--- config.mk ---
export PLATFORM = sky130hd
export DESIGN_NAME = snake_matrix_scan
export DESIGN_NICKNAME = d
export VERILOG_FILES = /design/src/rtl/snake_pkg.sv /design/src/rtl/snake_cell_decode.sv /design/src/rtl/snake_matrix_scan.sv
export SDC_FILE = /design/constraint.sdc
export NUM_CORES = 1
export LEC_CHECK = 0
export ABC_AREA = 0
export CAP_MARGIN = 40
export CORE_MARGIN = 4
export CORE_UTILIZATION = 29
export CTS_CLUSTER_SIZE = 20
export DETAILED_ROUTE_END_ITERATION = 7
export HOLD_SLACK_MARGIN = 0.06
export PLACE_DENSITY = 0.49
export SLEW_MARGIN = 20
export SYNTH_ARGS = -nofsm -noshare
export SYNTH_HDL_FRONTEND = slang
export SYNTH_SLANG_ARGS = --single-unit
export TNS_END_PERCENT = 50
--- constraint.sdc ---
create_clock -name clk -period 8.7 [get_ports clk]
set_input_delay 2.61 -clock clk [delete_from_list [all_inputs] [get_ports clk]]
set_output_delay 2.61 -clock clk [all_outputs]
set_load 0.01 [all_outputs]
--- src/rtl/snake_pkg.sv ---
// Shared constants, state encoding and colour types for the snake LED matrix scanner.
package snake_pkg;

  localparam int unsigned GRID_W      = 10;
  localparam int unsigned IDX_MIN     = 12;
  localparam int unsigned IDX_MAX     = 89;
  localparam int unsigned COL_OFS     = 2;
  localparam int unsigned ROW_OFS     = 1;
  localparam int unsigned IDX_W       = 8;
  localparam int unsigned N_ROWS      = 8;
  localparam int unsigned N_BODY      = 8;
  localparam int unsigned CNT_W       = 16;
  localparam int unsigned BUILD_STEPS = 11;

  typedef enum logic [1:0] {
    ST_LOAD,
    ST_BUILD,
    ST_SHOW,
    ST_BLANK
  } scan_state_t;

  typedef struct packed {
    logic red;
    logic green;
  } colour_t;

  localparam colour_t CLR_OFF   = '{red: 1'b0, green: 1'b0};
  localparam colour_t CLR_RED   = '{red: 1'b1, green: 1'b0};
  localparam colour_t CLR_GREEN = '{red: 1'b0, green: 1'b1};
  localparam colour_t CLR_AMBER = '{red: 1'b1, green: 1'b1};

  // Per-frame copy of the game inputs; body[7] is the cell in snake[63:56].
  typedef struct packed {
    logic [IDX_W-1:0]             head;
    logic [N_BODY-1:0][IDX_W-1:0] body;
    logic [IDX_W-1:0]             apple;
    logic [IDX_W-1:0]             barrier;
    logic                         dead;
    logic                         win;
  } frame_snap_t;

  // Win recolours every lit source green; otherwise game-over recolours it red.
  function automatic colour_t apply_mode(input colour_t c, input logic win, input logic dead);
    colour_t o;
    o = c;
    if (c != CLR_OFF) begin
      if (win) begin
        o = CLR_GREEN;
      end else if (dead) begin
        o = CLR_RED;
      end
    end
    return o;
  endfunction

endpackage

--- src/rtl/snake_cell_decode.sv ---
// Maps a linear game cell index (row-major, 10 wide, with border) to matrix row/column.
module snake_cell_decode
  import snake_pkg::*;
(
  input  logic [IDX_W-1:0] idx,
  output logic             valid_c,
  output logic [2:0]       row_c,
  output logic [2:0]       col_c
);

  logic [IDX_W-1:0] tens;
  logic [IDX_W-1:0] units;

  always_comb begin
    tens    = idx / IDX_W'(GRID_W);
    units   = idx % IDX_W'(GRID_W);
    valid_c = (idx >= IDX_W'(IDX_MIN)) && (idx <= IDX_W'(IDX_MAX)) &&
              (units >= IDX_W'(COL_OFS));
    row_c   = 3'(tens - IDX_W'(ROW_OFS));
    col_c   = 3'(units - IDX_W'(COL_OFS));
  end

endmodule

--- src/rtl/snake_matrix_scan.sv ---
// Row-multiplexed 8x8 red/green LED scanner for the snake game display.
// Optional apple blinking is enabled by defining SNAKE_SCAN_BLINK_EN.
module snake_matrix_scan
  import snake_pkg::*;
#(
  parameter int unsigned DWELL_CYCLES = 25000,
  parameter int unsigned BLANK_CYCLES = 8
) (
  input  logic        clk,
  input  logic        rst,
  input  logic [71:0] snake,
  input  logic [7:0]  apple,
  input  logic [7:0]  barrier,
  input  logic        dead_flag,
  input  logic        win_flag,
  output logic [7:0]  row,
  output logic [7:0]  col_r,
  output logic [7:0]  col_g,
  output logic        frame_start
);

  localparam logic [CNT_W-1:0] DWELL_LAST = CNT_W'(DWELL_CYCLES - 1);
  localparam logic [CNT_W-1:0] BLANK_LAST = CNT_W'(BLANK_CYCLES - 1);
  localparam logic [CNT_W-1:0] BUILD_LAST = CNT_W'(BUILD_STEPS - 1);

  scan_state_t      state, state_d;
  logic [2:0]       row_cnt, row_cnt_d;
  logic [CNT_W-1:0] cnt, cnt_d;
  frame_snap_t      snap, snap_d;
  logic [7:0]       pat_r, pat_r_d;
  logic [7:0]       pat_g, pat_g_d;
  logic [7:0]       row_d, col_r_d, col_g_d;
  logic             frame_start_d;

`ifdef SNAKE_SCAN_BLINK_EN
  logic [4:0]       frame_cnt, frame_cnt_d;
  logic             apple_off, apple_off_d;
`endif

  logic [IDX_W-1:0] src_idx;
  colour_t          src_clr;
  colour_t          src_mode;
  logic             dec_valid;
  logic [2:0]       dec_row;
  logic [2:0]       dec_col;
  logic             hit;
  logic [7:0]       col_oh;

  // Source selected by BUILD step: 0 head, 1..8 body[7..0], 9 apple, 10 barrier.
  always_comb begin
    src_idx = '0;
    src_clr = CLR_OFF;
    case (cnt[3:0])
      4'd0: begin
        src_idx = snap.head;
        src_clr = CLR_AMBER;
      end
      4'd1, 4'd2, 4'd3, 4'd4, 4'd5, 4'd6, 4'd7, 4'd8: begin
        src_idx = snap.body[3'(4'd8 - cnt[3:0])];
        src_clr = CLR_GREEN;
      end
      4'd9: begin
        src_idx = snap.apple;
`ifdef SNAKE_SCAN_BLINK_EN
        src_clr = apple_off ? CLR_OFF : CLR_RED;
`else
        src_clr = CLR_RED;
`endif
      end
      4'd10: begin
        src_idx = snap.barrier;
        src_clr = CLR_RED;
      end
      default: ;
    endcase
  end

  snake_cell_decode u_decode (
    .idx     (src_idx),
    .valid_c (dec_valid),
    .row_c   (dec_row),
    .col_c   (dec_col)
  );

  always_comb begin
    src_mode = apply_mode(src_clr, snap.win, snap.dead);
    hit      = dec_valid && (dec_row == row_cnt);
    col_oh   = 8'(1) << dec_col;
  end

  // Next-state, datapath and output decode; outputs follow the next state.
  always_comb begin
    state_d       = state;
    row_cnt_d     = row_cnt;
    cnt_d         = cnt;
    snap_d        = snap;
    pat_r_d       = pat_r;
    pat_g_d       = pat_g;
    frame_start_d = 1'b0;
    row_d         = '0;
    col_r_d       = '0;
    col_g_d       = '0;
`ifdef SNAKE_SCAN_BLINK_EN
    frame_cnt_d   = frame_cnt;
    apple_off_d   = apple_off;
`endif

    case (state)
      ST_LOAD: begin
        snap_d.head    = snake[71:64];
        snap_d.body    = snake[63:0];
        snap_d.apple   = apple;
        snap_d.barrier = barrier;
        snap_d.dead    = dead_flag;
        snap_d.win     = win_flag;
        frame_start_d  = 1'b1;
        cnt_d          = '0;
        state_d        = ST_BUILD;
`ifdef SNAKE_SCAN_BLINK_EN
        apple_off_d    = frame_cnt[4];
        frame_cnt_d    = frame_cnt + 5'd1;
`endif
      end
      ST_BUILD: begin
        if (cnt[3:0] == 4'd0) begin
          pat_r_d = '0;
          pat_g_d = '0;
        end
        if (hit) begin
          if (src_mode.red) pat_r_d = pat_r_d | col_oh;
          if (src_mode.green) pat_g_d = pat_g_d | col_oh;
        end
        if (cnt == BUILD_LAST) begin
          cnt_d   = '0;
          state_d = ST_SHOW;
        end else begin
          cnt_d = cnt + CNT_W'(1);
        end
      end
      ST_SHOW: begin
        if (cnt == DWELL_LAST) begin
          cnt_d   = '0;
          state_d = ST_BLANK;
        end else begin
          cnt_d = cnt + CNT_W'(1);
        end
      end
      ST_BLANK: begin
        if (cnt == BLANK_LAST) begin
          cnt_d     = '0;
          row_cnt_d = row_cnt + 3'd1;
          state_d   = (row_cnt == 3'd7) ? ST_LOAD : ST_BUILD;
        end else begin
          cnt_d = cnt + CNT_W'(1);
        end
      end
      default: state_d = ST_LOAD;
    endcase

    if (state_d == ST_SHOW) begin
      row_d   = 8'(1) << row_cnt_d;
      col_r_d = pat_r_d;
      col_g_d = pat_g_d;
    end
  end

  always_ff @(posedge clk or posedge rst) begin
    if (rst) begin
      state       <= ST_LOAD;
      row_cnt     <= '0;
      cnt         <= '0;
      snap        <= '0;
      pat_r       <= '0;
      pat_g       <= '0;
      row         <= '0;
      col_r       <= '0;
      col_g       <= '0;
      frame_start <= 1'b0;
`ifdef SNAKE_SCAN_BLINK_EN
      frame_cnt   <= '0;
      apple_off   <= 1'b0;
`endif
    end else begin
      state       <= state_d;
      row_cnt     <= row_cnt_d;
      cnt         <= cnt_d;
      snap        <= snap_d;
      pat_r       <= pat_r_d;
      pat_g       <= pat_g_d;
      row         <= row_d;
      col_r       <= col_r_d;
      col_g       <= col_g_d;
      frame_start <= frame_start_d;
`ifdef SNAKE_SCAN_BLINK_EN
      frame_cnt   <= frame_cnt_d;
      apple_off   <= apple_off_d;
`endif
    end
  end

endmodule
After elaboration in Yosys (flattened, before gate mapping)

Cells that the tools add are included.

Add/subtract/negate cells: 5
Div/mod/pow operators: 2
$lt $le $gt $ge: 4
Eq/ne operators: 19
Shift operators: 2
Mux-type cells: 32
Bitwise operators: 2
Reductions and logical operators: 8

Operators by type and width:

| kind                  | number |
|---|---|
| $mux 8                | 14 |
| $pmux 16 s4           | 1 |
| $mux 16               | 3 |
| $pmux 8 s4            | 1 |
| $bmux 8 s3            | 1 |
| $add 16x1->16 const B | 1 |
| $eq 16x15->1 const B  | 1 |
| $eq 16x3->1 const B   | 1 |
| $eq 16x4->1 const B   | 1 |
| $eq 4x3->1 const B    | 4 |
| $or 8x8->8            | 2 |
| $shl 1x3->8 const A   | 2 |
| $eq 4x4->1 const B    | 3 |
| $mux 2                | 6 |
| $div 8x4->8 const B   | 1 |
| $eq 4x2->1 const B    | 2 |
| $ge 8x2->1 const B    | 1 |
| $ge 8x4->1 const B    | 1 |
| $le 8x7->1 const B    | 1 |
| $mod 8x4->8 const B   | 1 |
| $pmux 2 s4            | 1 |
| $reduce_or 8->1       | 1 |
| $eq 2x2->1 const B    | 3 |
| $mux 3                | 2 |
| 16 further kinds      | 19 |

Flip-flop bits (word level): 152
Bits of input ports: 92
Output and inout bits: 25
Word-level logic and storage cells: 96

Depth between registers and ports, before layout

Depth after elaboration: 12
Depth in mapped cells: 28

Hierarchy

A second synthesis with hierarchy kept.

Cells, all modules: 601
Area total of the unflattened synthesis: 7487.2 um^2

By module, submodules not included:

| module            | times used | cells each | area an instance (um^2) | seq. area each (um^2) |
|---|---|---|---|---|
| snake_matrix_scan | 1          | 496        | 6721.4                  | 3803.6 |
| snake_cell_decode | 1          | 105        | 765.7                   | 0.0 |

Worst setup path before layout

No wires, ideal clock.

Path type: register -> register
Start: reg cnt[0]
End: reg col_g[7]
Library setup time: 83 ps
Arrival: 5519 ps
Required time: 8617 ps
Path slack: 3099 ps
Stages on the path, launching flop included: 27
Path buffers: 3
Period minus slack after synthesis: 5601 ps
Cell sequence: dfrtp_1 > buf_6 > inv_1 > ha_1 > buf_6 > xor2_4 > nand2_1 > a32o_1 > o31ai_4 > inv_2 > ha_1 > nand2_1 > or3_1 > and3_1 > nand2_1 > nor3_1 > o41ai_4 > a21oi_1 > nor2_1 > ha_1 > xor2_1 > xnor2_1 > nor4_1 > inv_1 > or4b_1 > buf_2 > o22ai_1

Longest elaborated chain between the ends: 12

Ends and longest elaborated chain:

| what                         | line                     | source |
|---|---|---|
| from (decl)                  | snake_matrix_scan.sv:28  | `logic [CNT_W-1:0] cnt, cnt_d;` |
| from (signal assigned)       | snake_matrix_scan.sv:186 | `cnt <= cnt_d;` |
| $sub 1x3->3                  | snake_matrix_scan.sv:59  | `src_idx = snap.body[3'(4'd8 - cnt[3:0])];` |
| $bmux 8 s3                   | snake_matrix_scan.sv:59  |  |
| $mux 8 (implied by the code) | snake_matrix_scan.sv:59  |  |
| $pmux 8 s4                   | snake_matrix_scan.sv:53  | `case (cnt[3:0])` |
| $mod 8x4->8                  | snake_cell_decode.sv:16  | `units = idx % IDX_W'(GRID_W);` |
| $sub 3x2->3                  | snake_cell_decode.sv:20  | `col_c = 3'(units - IDX_W'(COL_OFS));` |
| $shl 1x3->8                  | snake_matrix_scan.sv:88  | `col_oh = 8'(1) << dec_col;` |
| $or 8x8->8                   | snake_matrix_scan.sv:131 | `if (src_mode.green) pat_g_d = pat_g_d \| col_oh;` |
| $mux 8                       | snake_matrix_scan.sv:131 |  |
| $mux 8                       | snake_matrix_scan.sv:129 | `if (hit) begin` |
| $mux 8                       | snake_matrix_scan.sv:108 | `case (state)` |
| $mux 8 *                     | snake_matrix_scan.sv:160 | `if (state_d == ST_SHOW) begin` |
| via col_g_d[7]               | snake_matrix_scan.sv:32  | `logic [7:0] row_d, col_r_d, col_g_d;` |
| to (signal assigned)         | snake_matrix_scan.sv:192 | `col_g <= col_g_d;` |
| to (decl)                    | snake_matrix_scan.sv:18  | `output logic [7:0] col_g,` |

The timed path passes the listed nets; every way through them passes the cells marked *. The select of a mux whose other input is x is not followed.
A chain may end at the register's enable or synchronous reset.

Worst setup path in the final report

Same ends and word-level chain as after synthesis.

==> flow_summary.yaml <==
outcome:
  outcome: "finished clean"
global_routing:
  grt_pass1_vias: 5783
  grt_first_pass_wirelength_um: 31500
  grt_max_degree: 61
  grt_antenna_before_repair: 0
  grt_usage: 0.137
  grt_overflow: 0
final_layout:
  drive_above_1_share: 0.219
  syn_to_final_growth_pct: 27.8
  fin_nets: 882
  layout_common_cells: "152 x dfrtp_1, 116 x clkdlybuf4s50_1, 95 x mux2_2"
  antennaDiodeCount: 0
  final_common_cell: "dfrtp_1"
clock_tree:
  post_cts_buffers: 0
  postCtsHoldBufs: 0
  clockRootBuffer: "clkbuf_16"
  clk_pin_slew_ns: 0.07
  clock_sinks: 152
  ctsLongestPathBuffers: 2
  clock_latency_ns: 0.44
  htreeDepth: 4
  cts_tree: "yes"
  cts_buffers: 17
  ctsResizeCount: 0
synthesis:
  ys_ff_latch: 152
  synth_flop_cell: "dfrtp_1"
  synth_edf_count: 0
  synth_top_area_frac: 0.489
  ys_seq_area_frac: 0.489
  synth_area_um2: 7780
  syn_inst: 668
  avgSynthCellArea_um2: 11.6
  yosysTopAreaCell: "dfrtp_1"
  syn_nets: 772
  yosys_warnings: 0
  ys_types: 74
  synth.area.top_cells: "dfrtp_1 49%, mux2_2 14%, mux4_2 3.2%"
  async_flop_share: 1.00
critical_path:
  rrSetupSlack_ns: 1.76
  r2r_cells: 24
  path_class: "reg2reg"
  cp_slowest_stage_delay_ns: 0.67
  r2r_start: "cnt[0]$_DFF_PP0_"
  path_depth: 24
  startpoint: "cnt[0]$_DFF_PP0_"
  reg2reg_to: "col_g[7]$_DFF_PP0_"
  crit_path_top_delay_cell: "or4b_1"
  cp-endpoint: "col_g[7]$_DFF_PP0_"
  cp-start-kind: "flop"
  crit_path_end_kind: "flop"
  crit_family: "compound AO/OA/AOI/OAI gates"
  worstPathCellList: "buf_4, inv_1, ha_1, xnor2_4, mux2i_1, a22o_1, o31ai_4, inv_2, ha_1, nand2_1, o21ai_0, a22oi_2, and2_1, nor3_1, o41ai_4, a21oi_1, nor2_1, ha_1, xor2_1, xnor2_1, nor4_1, inv_1, or4b_1, o22ai_1"
  path_buf_inv: 4
  path_max_fanout: 22
  path_common_cell: "ha_1"
  crit_arrival_ns: 7.28
  required_ns: 9.04
routing:
  drc: 0
  drt-initial-drc-count: 388
  met1_length_um: 9080
  routed_wl_um: 19500
  top_layer: "met4"
  num_vias: 5617
  vias_per_cell: 4.99
  wl_per_cell_um: 17.3
  first_pass_iters: 6
  dr_wl_met2_um: 9200
  final_antenna_net_count: 0
  route.met3.wl_um: 915
hold_path:
  hold_class: "reg2reg"
floorplanning:
  placementRows: 59
  dieHeight_um: 172
  design.core.area_um2: 26200
  die_area_um2: 29500
  ios: 117
  start_util: 0.297
  die_width_um: 172
sta:
  fin_tns_setup_ns: 0
  fmax_mhz: 144
  min_period_ns: 6.94
  slew_violations: 0
  setup_ws_ns: 1.76
  rsz0062_at_grt: "false"
  finalCritPeriodShare: 0.797
  fin_worst_skew_ns: 0.0140
  slew_headroom: 0.441
  setup_violations: 0
  tightestPinTransition_ns: 0.839
  hold_viol: 0
  whs_ns: 0.481
place:
  port_buffers: 116
  routabilityCongestion: 0.868
  dp_slack_ns: 1.78
  dp_hpwl_um: 14200
power_and_ir_drop:
  p_sw_frac: 0.255
  vdd_drop_max_v: 0.0000910
  power_density_nw_per_um2: 176
  combPwrFrac: 0.119
  p_switching_w: 0.000446
  p_leak_nw: 4.10
  pwr-share-clk: 0.446
  seqPwrFrac: 0.435
  power.internal_w: 0.00130
flow_run:
  cap_violations: 0
## tightest hold or removal path: cells and delay by family, from the launching register on
kind            cells  cell delay (ns)
compound gates      1             0.06
simple gates        1             0.06
flops               1             0.32
## state kept, by name, indices dropped and copies added (netlist names)
| signal | cells |
|---|---|
| state | 2 |
| snap | 90 |
| cnt | 16 |
| row | 8 |
| col_r | 8 |
| frame_start | 1 |
| pat_r | 8 |
| pat_g | 8 |
| col_g | 8 |
| row_cnt | 3 |
## Yosys cell counts (all sizes together), types with 10 or more instances
cell	instances
mux2i	13
a21oi	13
nand3	18
buf	10
nor2	56
xor2	10
xnor2	10
o21ai	14
nor3	21
ha	12
inv	18
nand2	50
dfrtp	152
mux4	12
a32o	10
a22o	18
mux2	96
clkbuf	25
and2	10
## metal layers
metal / global-route usage / vias up
li1: - / 2685
met1: 0.184 / 2779
met2: 0.218 / 132
met3: 0.0379 / 21
met4: 0.0420 / 0
met5: 0 / -
## how the worst min path moves through the flow
stage	start	end	slack, ns	cells past startpoint
global placement	pat_r[7]$_DFF_PP0_	pat_r[7]$_DFF_PP0_	0.46	2
global route	pat_r[7]$_DFF_PP0_	pat_r[7]$_DFF_PP0_	0.50	2
CTS	pat_r[7]$_DFF_PP0_	pat_r[7]$_DFF_PP0_	0.49	2
detailed placement	pat_r[7]$_DFF_PP0_	pat_r[7]$_DFF_PP0_	0.47	2
finish	pat_g[6]$_DFF_PP0_	pat_g[6]$_DFF_PP0_	0.48	2
floorplan	pat_g[6]$_DFF_PP0_	pat_g[6]$_DFF_PP0_	0.45	2
## cell type report
type	count	area, µm²
Multi-Input combinational cell	463	3750
Clock inverter	14	183
Inverter	18	75.1
Timing Repair Buffer	126	1270
Sequential cell	152	3800
Fill cell	2551	16300
Tap cell	335	419
Clock buffer	18	439
## power groups by stage
| stage | registers, W | logic (W) | clock network (W) |
|---|---|---|---|
| final | 0.000760 | 0.000208 | 0.000780 |
| after floorplan | 0.000771 | 0.000119 | 0 |
| after CTS | 0.000760 | 0.000209 | 0.000806 |
| after detailed placement | 0.000774 | 0.000208 | 0 |
| after global routing | 0.000764 | 0.000229 | 0.000835 |
| after global placement | 0.000775 | 0.000206 | 0 |
## stage by stage
step / power (W) / std cells / utilization / cell area [µm²]
after detailed placement: 0.000982 / 1093 / 0.354 / 9290
after floorplan: 0.000890 / 668 / - / 7780
final: 0.00175 / 1126 / 0.379 / 9940
after global routing: 0.00183 / 1126 / 0.379 / 9940
after CTS: 0.00178 / 1125 / 0.378 / 9910
after global placement: 0.000981 / 1089 / 0.353 / 9240
## kinds of logic (layout without fill, tap and decap cells)
family	Yosys count	in the layout	synth area share
xor+xnor	20	20	0.0274
compound gates	110	110	0.115
fa+ha+maj	12	12	0.0193
buf+inv	53	176	0.0302
simple gates	200	200	0.128
mux	121	121	0.191
flops	152	152	0.489
(Power assumes the default switching activity.)
